$ cat config.mk
export PLATFORM = sky130hd
export DESIGN_NAME = big_core_kbd_ascii_decoder_flat
export DESIGN_NICKNAME = d
export VERILOG_FILES = /design/src/rtl/big_core_pkg.sv /design/src/rtl/big_core_kbd_ascii_decoder_if.sv /design/src/rtl/big_core_kbd_fifo.sv /design/src/rtl/big_core_kbd_ascii_decoder.sv /design/src/flat_wrapper.sv
export SDC_FILE = /design/constraint.sdc
export NUM_CORES = 1
export LEC_CHECK = 0
export BUFFER_PORTS_ARGS = -buffer_cell sky130_fd_sc_hd__buf_2
export CORE_MARGIN = 2
export CORE_UTILIZATION = 61
export DETAILED_ROUTE_END_ITERATION = 6
export GPL_TIMING_DRIVEN = 0
export PLACE_DENSITY = 0.81
export SYNTH_ARGS = -nofsm -noshare
export SYNTH_HDL_FRONTEND = slang
export SYNTH_HIERARCHICAL = 1
export SYNTH_SLANG_ARGS = --single-unit
export TNS_END_PERCENT = 20
$ cat constraint.sdc
create_clock -name core_clk -period 3.2 [get_ports core_clk]
set_input_delay 0.32 -clock core_clk [delete_from_list [all_inputs] [get_ports core_clk]]
set_output_delay 0.32 -clock core_clk [all_outputs]
set_load 0.05 [all_outputs]
$ cat src/rtl/big_core_pkg.sv
// rtl/big_core_pkg.sv - shared types and scancode constants for the keyboard path
package big_core_pkg;

  typedef enum logic [1:0] {
    IDLE,
    BRK,
    EXT,
    EXT_BRK
  } t_kbd_prefix_st;

  localparam logic [7:0] KBD_PFX_EXT   = 8'hE0;
  localparam logic [7:0] KBD_PFX_BRK   = 8'hF0;
  localparam logic [7:0] KBD_SC_LSHIFT = 8'h12;
  localparam logic [7:0] KBD_SC_RSHIFT = 8'h59;
  localparam logic [7:0] KBD_SC_CAPS   = 8'h58;

  function automatic logic kbd_is_lower(input logic [6:0] c);
    return (c >= 7'h61) && (c <= 7'h7A);
  endfunction

endpackage

$ cat src/rtl/big_core_kbd_ascii_decoder_if.sv
// rtl/big_core_kbd_ascii_decoder_if.sv - scancode input, character read port and status of the decoder
interface big_core_kbd_ascii_decoder_if;
  logic       kc_valid;
  logic [7:0] kc_data;
  logic       kc_error;
  logic       rd_en;
  logic       clr_err;
  logic [7:0] rd_data;
  logic       rd_valid;
  logic       overflow;
  logic       kbd_err;
  logic       shift_st;
  logic       caps_st;

  modport master (
    output kc_valid, kc_data, kc_error, rd_en, clr_err,
    input  rd_data, rd_valid, overflow, kbd_err, shift_st, caps_st
  );

  modport slave (
    input  kc_valid, kc_data, kc_error, rd_en, clr_err,
    output rd_data, rd_valid, overflow, kbd_err, shift_st, caps_st
  );
endinterface

$ cat src/rtl/big_core_kbd_fifo.sv
// rtl/big_core_kbd_fifo.sv - show-ahead synchronous FIFO; head is valid whenever not empty
module big_core_kbd_fifo #(
  parameter int DEPTH = 8,
  parameter int WIDTH = 7
) (
  input  logic             clk,
  input  logic             rst,
  input  logic             wr_en,
  input  logic [WIDTH-1:0] wr_data,
  input  logic             rd_en,
  output logic [WIDTH-1:0] rd_data,
  output logic             full,
  output logic             empty
);
  localparam int AW = $clog2(DEPTH);
  localparam int CW = AW + 1;

  logic [WIDTH-1:0] mem [DEPTH];
  logic [AW-1:0]    wr_ptr;
  logic [AW-1:0]    rd_ptr;
  logic [CW-1:0]    count;
  logic             pop;
  logic             push;

  assign full  = (count == CW'(DEPTH));
  assign empty = (count == '0);
  assign pop   = rd_en & ~empty;
  // A full FIFO still accepts a write when the head leaves in the same cycle.
  assign push  = wr_en & (~full | pop);

  always_ff @(posedge clk or posedge rst) begin
    if (rst) begin
      wr_ptr <= '0;
      rd_ptr <= '0;
      count  <= '0;
    end else begin
      if (push) wr_ptr <= wr_ptr + 1'b1;
      if (pop)  rd_ptr <= rd_ptr + 1'b1;
      count <= count + CW'(push) - CW'(pop);
    end
  end

  always_ff @(posedge clk) begin
    if (push) mem[wr_ptr] <= wr_data;
  end

  assign rd_data = empty ? '0 : mem[rd_ptr];

endmodule

$ cat src/rtl/big_core_kbd_ascii_decoder.sv
// rtl/big_core_kbd_ascii_decoder.sv - Set-2 scancode to ASCII translation with prefix/modifier tracking
module big_core_kbd_ascii_decoder
  import big_core_pkg::*;
#(
  parameter int FIFO_DEPTH = 8
) (
  input logic                         core_clk,
  input logic                         core_rst,
  big_core_kbd_ascii_decoder_if.slave bus
);

  // Returns {hit, ascii}; upper selects the shifted form of the key.
  function automatic logic [7:0] kbd_lookup(input logic [7:0] code, input logic upper);
    logic       hit;
    logic [6:0] lo;
    logic [6:0] hi;
    hit = 1'b1;
    lo  = 7'h00;
    hi  = 7'h00;
    case (code)
      8'h1C: begin lo = 7'h61; hi = 7'h41; end
      8'h32: begin lo = 7'h62; hi = 7'h42; end
      8'h21: begin lo = 7'h63; hi = 7'h43; end
      8'h23: begin lo = 7'h64; hi = 7'h44; end
      8'h24: begin lo = 7'h65; hi = 7'h45; end
      8'h2B: begin lo = 7'h66; hi = 7'h46; end
      8'h34: begin lo = 7'h67; hi = 7'h47; end
      8'h33: begin lo = 7'h68; hi = 7'h48; end
      8'h43: begin lo = 7'h69; hi = 7'h49; end
      8'h3B: begin lo = 7'h6A; hi = 7'h4A; end
      8'h42: begin lo = 7'h6B; hi = 7'h4B; end
      8'h4B: begin lo = 7'h6C; hi = 7'h4C; end
      8'h3A: begin lo = 7'h6D; hi = 7'h4D; end
      8'h31: begin lo = 7'h6E; hi = 7'h4E; end
      8'h44: begin lo = 7'h6F; hi = 7'h4F; end
      8'h4D: begin lo = 7'h70; hi = 7'h50; end
      8'h15: begin lo = 7'h71; hi = 7'h51; end
      8'h2D: begin lo = 7'h72; hi = 7'h52; end
      8'h1B: begin lo = 7'h73; hi = 7'h53; end
      8'h2C: begin lo = 7'h74; hi = 7'h54; end
      8'h3C: begin lo = 7'h75; hi = 7'h55; end
      8'h2A: begin lo = 7'h76; hi = 7'h56; end
      8'h1D: begin lo = 7'h77; hi = 7'h57; end
      8'h22: begin lo = 7'h78; hi = 7'h58; end
      8'h35: begin lo = 7'h79; hi = 7'h59; end
      8'h1A: begin lo = 7'h7A; hi = 7'h5A; end
      8'h16: begin lo = 7'h31; hi = 7'h21; end
      8'h1E: begin lo = 7'h32; hi = 7'h40; end
      8'h26: begin lo = 7'h33; hi = 7'h23; end
      8'h25: begin lo = 7'h34; hi = 7'h24; end
      8'h2E: begin lo = 7'h35; hi = 7'h25; end
      8'h36: begin lo = 7'h36; hi = 7'h5E; end
      8'h3D: begin lo = 7'h37; hi = 7'h26; end
      8'h3E: begin lo = 7'h38; hi = 7'h2A; end
      8'h46: begin lo = 7'h39; hi = 7'h28; end
      8'h45: begin lo = 7'h30; hi = 7'h29; end
      8'h29: begin lo = 7'h20; hi = 7'h20; end
      8'h5A: begin lo = 7'h0D; hi = 7'h0D; end
      8'h66: begin lo = 7'h08; hi = 7'h08; end
      default: hit = 1'b0;
    endcase
    return {hit, upper ? hi : lo};
  endfunction

  t_kbd_prefix_st st, st_nxt;
  logic       lshift, lshift_nxt;
  logic       rshift, rshift_nxt;
  logic       caps, caps_nxt;
  logic       push_q, push_nxt;
  logic [6:0] ch_q, ch_nxt;
  logic       shift;
  logic [7:0] lo_res;
  logic       letter;
  logic [7:0] xl;
  logic       fifo_full;
  logic       fifo_empty;
  logic [6:0] fifo_dout;
  logic       ovf_evt;
  logic       kerr_q;
  logic       ovf_q;

  assign shift  = lshift | rshift;
  // Caps lock only flips letters; digits and symbols follow shift alone.
  assign lo_res = kbd_lookup(bus.kc_data, 1'b0);
  assign letter = lo_res[7] & kbd_is_lower(lo_res[6:0]);
  assign xl     = kbd_lookup(bus.kc_data, letter ? (shift ^ caps) : shift);

  always_comb begin
    st_nxt     = st;
    lshift_nxt = lshift;
    rshift_nxt = rshift;
    caps_nxt   = caps;
    push_nxt   = 1'b0;
    ch_nxt     = 7'h00;
    if (bus.kc_error) begin
      st_nxt = IDLE;
    end else if (bus.kc_valid) begin
      unique case (st)
        IDLE: begin
          if (bus.kc_data == KBD_PFX_BRK)        st_nxt = BRK;
          else if (bus.kc_data == KBD_PFX_EXT)   st_nxt = EXT;
          else if (bus.kc_data == KBD_SC_LSHIFT) lshift_nxt = 1'b1;
          else if (bus.kc_data == KBD_SC_RSHIFT) rshift_nxt = 1'b1;
          else if (bus.kc_data == KBD_SC_CAPS)   caps_nxt = ~caps;
          else begin
            push_nxt = xl[7];
            ch_nxt   = xl[6:0];
          end
        end
        BRK: begin
          st_nxt = IDLE;
          if (bus.kc_data == KBD_SC_LSHIFT) lshift_nxt = 1'b0;
          if (bus.kc_data == KBD_SC_RSHIFT) rshift_nxt = 1'b0;
        end
        EXT:     st_nxt = (bus.kc_data == KBD_PFX_BRK) ? EXT_BRK : IDLE;
        EXT_BRK: st_nxt = IDLE;
        default: st_nxt = IDLE;
      endcase
    end
  end

  always_ff @(posedge core_clk or posedge core_rst) begin
    if (core_rst) begin
      st     <= IDLE;
      lshift <= 1'b0;
      rshift <= 1'b0;
      caps   <= 1'b0;
      push_q <= 1'b0;
      ch_q   <= 7'h00;
    end else begin
      st     <= st_nxt;
      lshift <= lshift_nxt;
      rshift <= rshift_nxt;
      caps   <= caps_nxt;
      push_q <= push_nxt;
      ch_q   <= ch_nxt;
    end
  end

  big_core_kbd_fifo #(
    .DEPTH (FIFO_DEPTH),
    .WIDTH (7)
  ) u_fifo (
    .clk     (core_clk),
    .rst     (core_rst),
    .wr_en   (push_q),
    .wr_data (ch_q),
    .rd_en   (bus.rd_en),
    .rd_data (fifo_dout),
    .full    (fifo_full),
    .empty   (fifo_empty)
  );

  assign ovf_evt = push_q & fifo_full & ~bus.rd_en;

  // Set beats clear when an event lands in the same cycle as clr_err.
  always_ff @(posedge core_clk or posedge core_rst) begin
    if (core_rst) begin
      kerr_q <= 1'b0;
      ovf_q  <= 1'b0;
    end else begin
      if (bus.kc_error)     kerr_q <= 1'b1;
      else if (bus.clr_err) kerr_q <= 1'b0;
      if (ovf_evt)          ovf_q  <= 1'b1;
      else if (bus.clr_err) ovf_q  <= 1'b0;
    end
  end

  assign bus.rd_valid = ~fifo_empty;
  assign bus.rd_data  = {1'b0, fifo_dout};
  assign bus.overflow = ovf_q;
  assign bus.kbd_err  = kerr_q;
  assign bus.shift_st = shift;
  assign bus.caps_st  = caps;

endmodule
$ cat src/flat_wrapper.sv
// flat-port wrapper written by rule: the top's interface ports become plain ports
module big_core_kbd_ascii_decoder_flat import big_core_pkg::*;
#(
  parameter int FIFO_DEPTH = 8
)
  (core_clk, core_rst, bus_kc_valid, bus_kc_data, bus_kc_error, bus_rd_en, bus_clr_err, bus_rd_data, bus_rd_valid, bus_overflow, bus_kbd_err, bus_shift_st, bus_caps_st);
  big_core_kbd_ascii_decoder_if bus_i ();
  input logic core_clk;
  input logic core_rst;
  input wire logic [$bits(bus_i.kc_valid)-1:0] bus_kc_valid;
  input wire logic [$bits(bus_i.kc_data)-1:0] bus_kc_data;
  input wire logic [$bits(bus_i.kc_error)-1:0] bus_kc_error;
  input wire logic [$bits(bus_i.rd_en)-1:0] bus_rd_en;
  input wire logic [$bits(bus_i.clr_err)-1:0] bus_clr_err;
  output wire logic [$bits(bus_i.rd_data)-1:0] bus_rd_data;
  output wire logic [$bits(bus_i.rd_valid)-1:0] bus_rd_valid;
  output wire logic [$bits(bus_i.overflow)-1:0] bus_overflow;
  output wire logic [$bits(bus_i.kbd_err)-1:0] bus_kbd_err;
  output wire logic [$bits(bus_i.shift_st)-1:0] bus_shift_st;
  output wire logic [$bits(bus_i.caps_st)-1:0] bus_caps_st;
  assign bus_i.kc_valid = bus_kc_valid;
  assign bus_i.kc_data = bus_kc_data;
  assign bus_i.kc_error = bus_kc_error;
  assign bus_i.rd_en = bus_rd_en;
  assign bus_i.clr_err = bus_clr_err;
  assign bus_rd_data = bus_i.rd_data;
  assign bus_rd_valid = bus_i.rd_valid;
  assign bus_overflow = bus_i.overflow;
  assign bus_kbd_err = bus_i.kbd_err;
  assign bus_shift_st = bus_i.shift_st;
  assign bus_caps_st = bus_i.caps_st;
  big_core_kbd_ascii_decoder #(.FIFO_DEPTH(FIFO_DEPTH)) u_core (.core_clk(core_clk), .core_rst(core_rst), .bus(bus_i));
endmodule
==> results.txt <==
Status - finished, final reports clean
Worst-Margin Slew - 1.376 ns
Gate power share - 0.393
Sw power - 0.001310 W
CP startpoint - bus_kc_data[6]
RSZ-0062 raised after global routing - no
PortBufs - 23
P per Cell Area - 695.3 nW/um^2
Worst hold path type - primary input to flop
Detailed Routing Iterations Pass 1 - 5
Main synth FF type - edfxtp_1
Hold-fix buffers, CTS - 1
Crit path buf inv count - 2
Final hold vios - 0
Mapped Cells - 390
Io pins - 27
Sequential cell area fraction in the yosys report - 0.5190
Routing usage on met2 - 0.4593
Detailed Route WL - 10270 um
Final slew viol count - 0
Worst skew pair latency - 0.34 ns
Total Neg Setup Slack - 0 ns
# setup viols final - 0
GR Util met1 - 0.3323
Area of the core - 7137 sq um
Synth area leaders - edfxtp_1 38%, dfrtp_1 14%, mux2i_1 7.0%
Setup Crit Path Kind - primary input to flop
CP endpoint kind - flop
Top Family by Delay on Critical Path - simple AND/OR/NAND/NOR gates
Post-Route Skew - 0.01376 ns
Htree depth - 3
Largest net degree at the start of global routing - 16
CP peak stage delay - 1.04 ns
Clock transition at path regs - 0.08 ns
Number of flops mapped to enable cells by yosys - 56
Layout Nets - 449
Relative slew margins - 0.07534
Final Wtd Congestion - 1.034
Reg2reg end - u_core/u_fifo/count[3]
Synth Area per Inst - 11.40 sq um
Internal - 0.002114 W
Post-cts gate resize count - 0
DP HPWL - 7375 um
Worst hold endpoint - u_core/st[0]
Clock power share - 0.229
Initial DRC Count - 249
Slowest-stage cell, CP - nor4bb_1
Critical path peak fanout - 10
Post-synth cell types - 73
Row count - 31
Residual DRC - 0
Die area - 7987 sq um
Max-Cap Viols - 0
Critical Path AT - 3.00 ns
Reg2reg setup slack - 0.64 ns
Vias per cell - 6.292
Postcts setup bufs - 0
Met3 Resource Use GR - 0.04986
Total of warnings raised by yosys - 6
WL/cell - 19.37 um
Total CTS buffers - 9
Post-Syn Nets - 413
TritonCTS clock tree - done
Sw Share - 0.3826
GRT Max-Usage Layer - met2
Synth async-reset ratio - 0.3086
Antenna violations before repair - 0
Total congestion overflow - 0
RR Startpoint - u_core/u_fifo/count[2]
Syn-to-layout area delta - 10.75%
Power share of the sequential group - 0.377
Maximum VDD drop - 0.3105 mV
Hold Crit Start - bus_kc_error
Die Ht - 89.37 um
Clock sink count - 81
Cell Chain, Critical Path - buf_2 -> buf_2 -> nor4bb_1 -> a311o_1 -> nor4_1 -> mux2_4 -> or2_4 -> a211oi_1
Die width - 89.37 um
Synth Cell Area - 4446 sq um
Hold path cells - 2
Gr usage total - 0.2726
WP data required - 3.42 ns
Fraction of layout cells with a size suffix above 1 - 0.1601
Max Fclk - 360.0 MHz
Final core occ - 0.6899
Initial Util - 0.6229
Shortest period the worst path allows - 2.778 ns
Leak pwr - 1.889 nW
Worst r2r path cells - 10
CP dominant cell by count - buf_2
Root buffer cell - clkbuf_8
# diodes - 0
Top cell type's share of synthesized area - 0.3783
Yosys top cell by area - edfxtp_1
Clock buffer depth - 2
Flops & latches, synth - 81
Via Count - 3335
Final Cycle Share - 0.8680
DRT antenna net count - 0
Vias in the first global route - 3168
First-pass GRT wire length - 16090 um
Startpoint Class - primary input
[worst max path at each step]
stage	end	slack [ns]	depth (start not counted)
2_1_floorplan	u_core/ch_q[0]	0.68	8
3_3_place_gp	u_core/ch_q[0]	0.14	8
3_5_place_dp	u_core/ch_q[4]	0.14	8
4_1_cts	u_core/ch_q[0]	0.53	8
5_1_grt	u_core/ch_q[4]	0.27	8
6_report	u_core/ch_q[4]	0.42	8
[per-layer routing]
metal / wire [um] / up-vias
met2: 4992 / 150
li1: - / 1568
met3: 631 / 46
met1: 4117 / 1571
met4: 525 / 0
met5: 0 / -
[metrics by stage]
stage	setup slack [ns]	power (W)	instances	hold WS, ns	instance area, sq um
detailed placement	0.1391	0.002650	513	0.3333	4698
finish	0.4223	0.003423	530	0.1777	4923
global placement	0.1420	0.002603	512	0.3246	4684
floorplan	0.6789	0.002348	390	0.1602	4446
global route	0.2670	0.003605	530	0.1756	4923
CTS	0.5302	0.003437	530	0.1609	4923
[state kept, by name, summed over array words and instances, names as in the netlist]
| signal | count |
|---|---|
| u_core/ch_q | 7 |
| u_core/u_fifo/mem | 56 |
| u_core/u_fifo/wr_ptr | 3 |
| u_core/bus.kbd_err | 1 |
| u_core/u_fifo/rd_ptr | 3 |
| u_core/bus.caps_st | 1 |
| u_core/bus.overflow | 1 |
| u_core/lshift | 1 |
| u_core/push_q | 1 |
| u_core/u_fifo/count | 4 |
| u_core/rshift | 1 |
| u_core/st | 2 |
[cell usage in the layout, fill, tap and decap left out, types with 4 or more instances in the layout]
master / count
a21oi_1: 16
a22o_1: 15
a31oi_1: 4
buf_2: 31
buf_4: 4
clkbuf_1: 11
clkbuf_8: 9
dfrtp_1: 25
edfxtp_1: 56
ha_1: 8
inv_1: 17
mux2i_1: 31
nand2_1: 13
nand2b_1: 10
nand3_1: 5
nand4_1: 4
nor2_1: 23
nor2b_1: 8
nor3_1: 20
nor4_1: 8
o211ai_1: 5
o21ai_0: 12
o22ai_1: 6
or3_1: 4
xnor2_1: 5
xor2_1: 4
[cells by family (layout without fill, tap and decap cells)]
logic type      Yosys count  count (layout)  synth area share
compound gates           92              92            0.1551
mux                      34              34           0.07909
xor+xnor                  9               9           0.01773
other cells               1               1         0.0008435
fa+ha+maj                 9               9           0.02702
simple gates            121             121            0.1582
flops                    81              81            0.5190
buf+inv                  43              84           0.04306
[power groups by stage]
stage	registers, W	logic (W)	clock network (W)
6_report	0.00129	0.00135	0.000785
5_1_grt	0.00131	0.00146	0.000840
4_1_cts	0.00129	0.00135	0.000799
3_5_place_dp	0.00131	0.00134	0
3_3_place_gp	0.00130	0.00130	0
2_1_floorplan	0.00129	0.00105	0
[cells in the mapped netlist, drive strengths merged (2+ instances only)]
| master | n |
|---|---|
| and2 | 2 |
| ha | 8 |
| o311ai | 2 |
| a211o | 3 |
| nor2b | 8 |
| edfxtp | 56 |
| nor3 | 20 |
| or4b | 4 |
| o22ai | 6 |
| a211oi | 3 |
| or3 | 4 |
| nand3b | 3 |
| o31ai | 3 |
| nor4 | 9 |
| inv | 17 |
| nand2 | 13 |
| dfrtp | 25 |
| o41ai | 2 |
| a22o | 15 |
| or2 | 2 |
| nand4 | 4 |
| nand4bb | 2 |
| clkbuf | 12 |
| a21o | 2 |
| nor3b | 3 |
| or3b | 2 |
| o221ai | 2 |
| mux2 | 3 |
| a31oi | 4 |
| or4 | 3 |
| o211ai | 5 |
| xor2 | 4 |
| nand3 | 5 |
| mux2i | 31 |
| o32a | 2 |
| a21oi | 16 |
| nand2b | 10 |
| xnor2 | 5 |
| buf | 14 |
| o21ai | 14 |
| nor2 | 23 |
[area by class of cell]
cell class,count,area (sq um)
timing repair buffer,25,132.6
multi-input combinational,266,1953
buffer,26,127.6
clock inverter,7,91.34
clock buffer,9,123.9
inverter,17,63.81
sequential,81,2307
fill,580,2213
tap,99,123.9
[worst register-to-register path: stages (launching register included)]
cell and delay (ns):
dfrtp_1 0.37, inv_1 0.09, ha_1 0.14, or3b_4 0.41
o21ai_4 0.30, ha_1 0.27, inv_1 0.07, ha_1 0.30
a21o_1 0.18, a21oi_1 0.20, xor2_1 0.16
No activity file was read; power rests on OpenSTA's default activity.
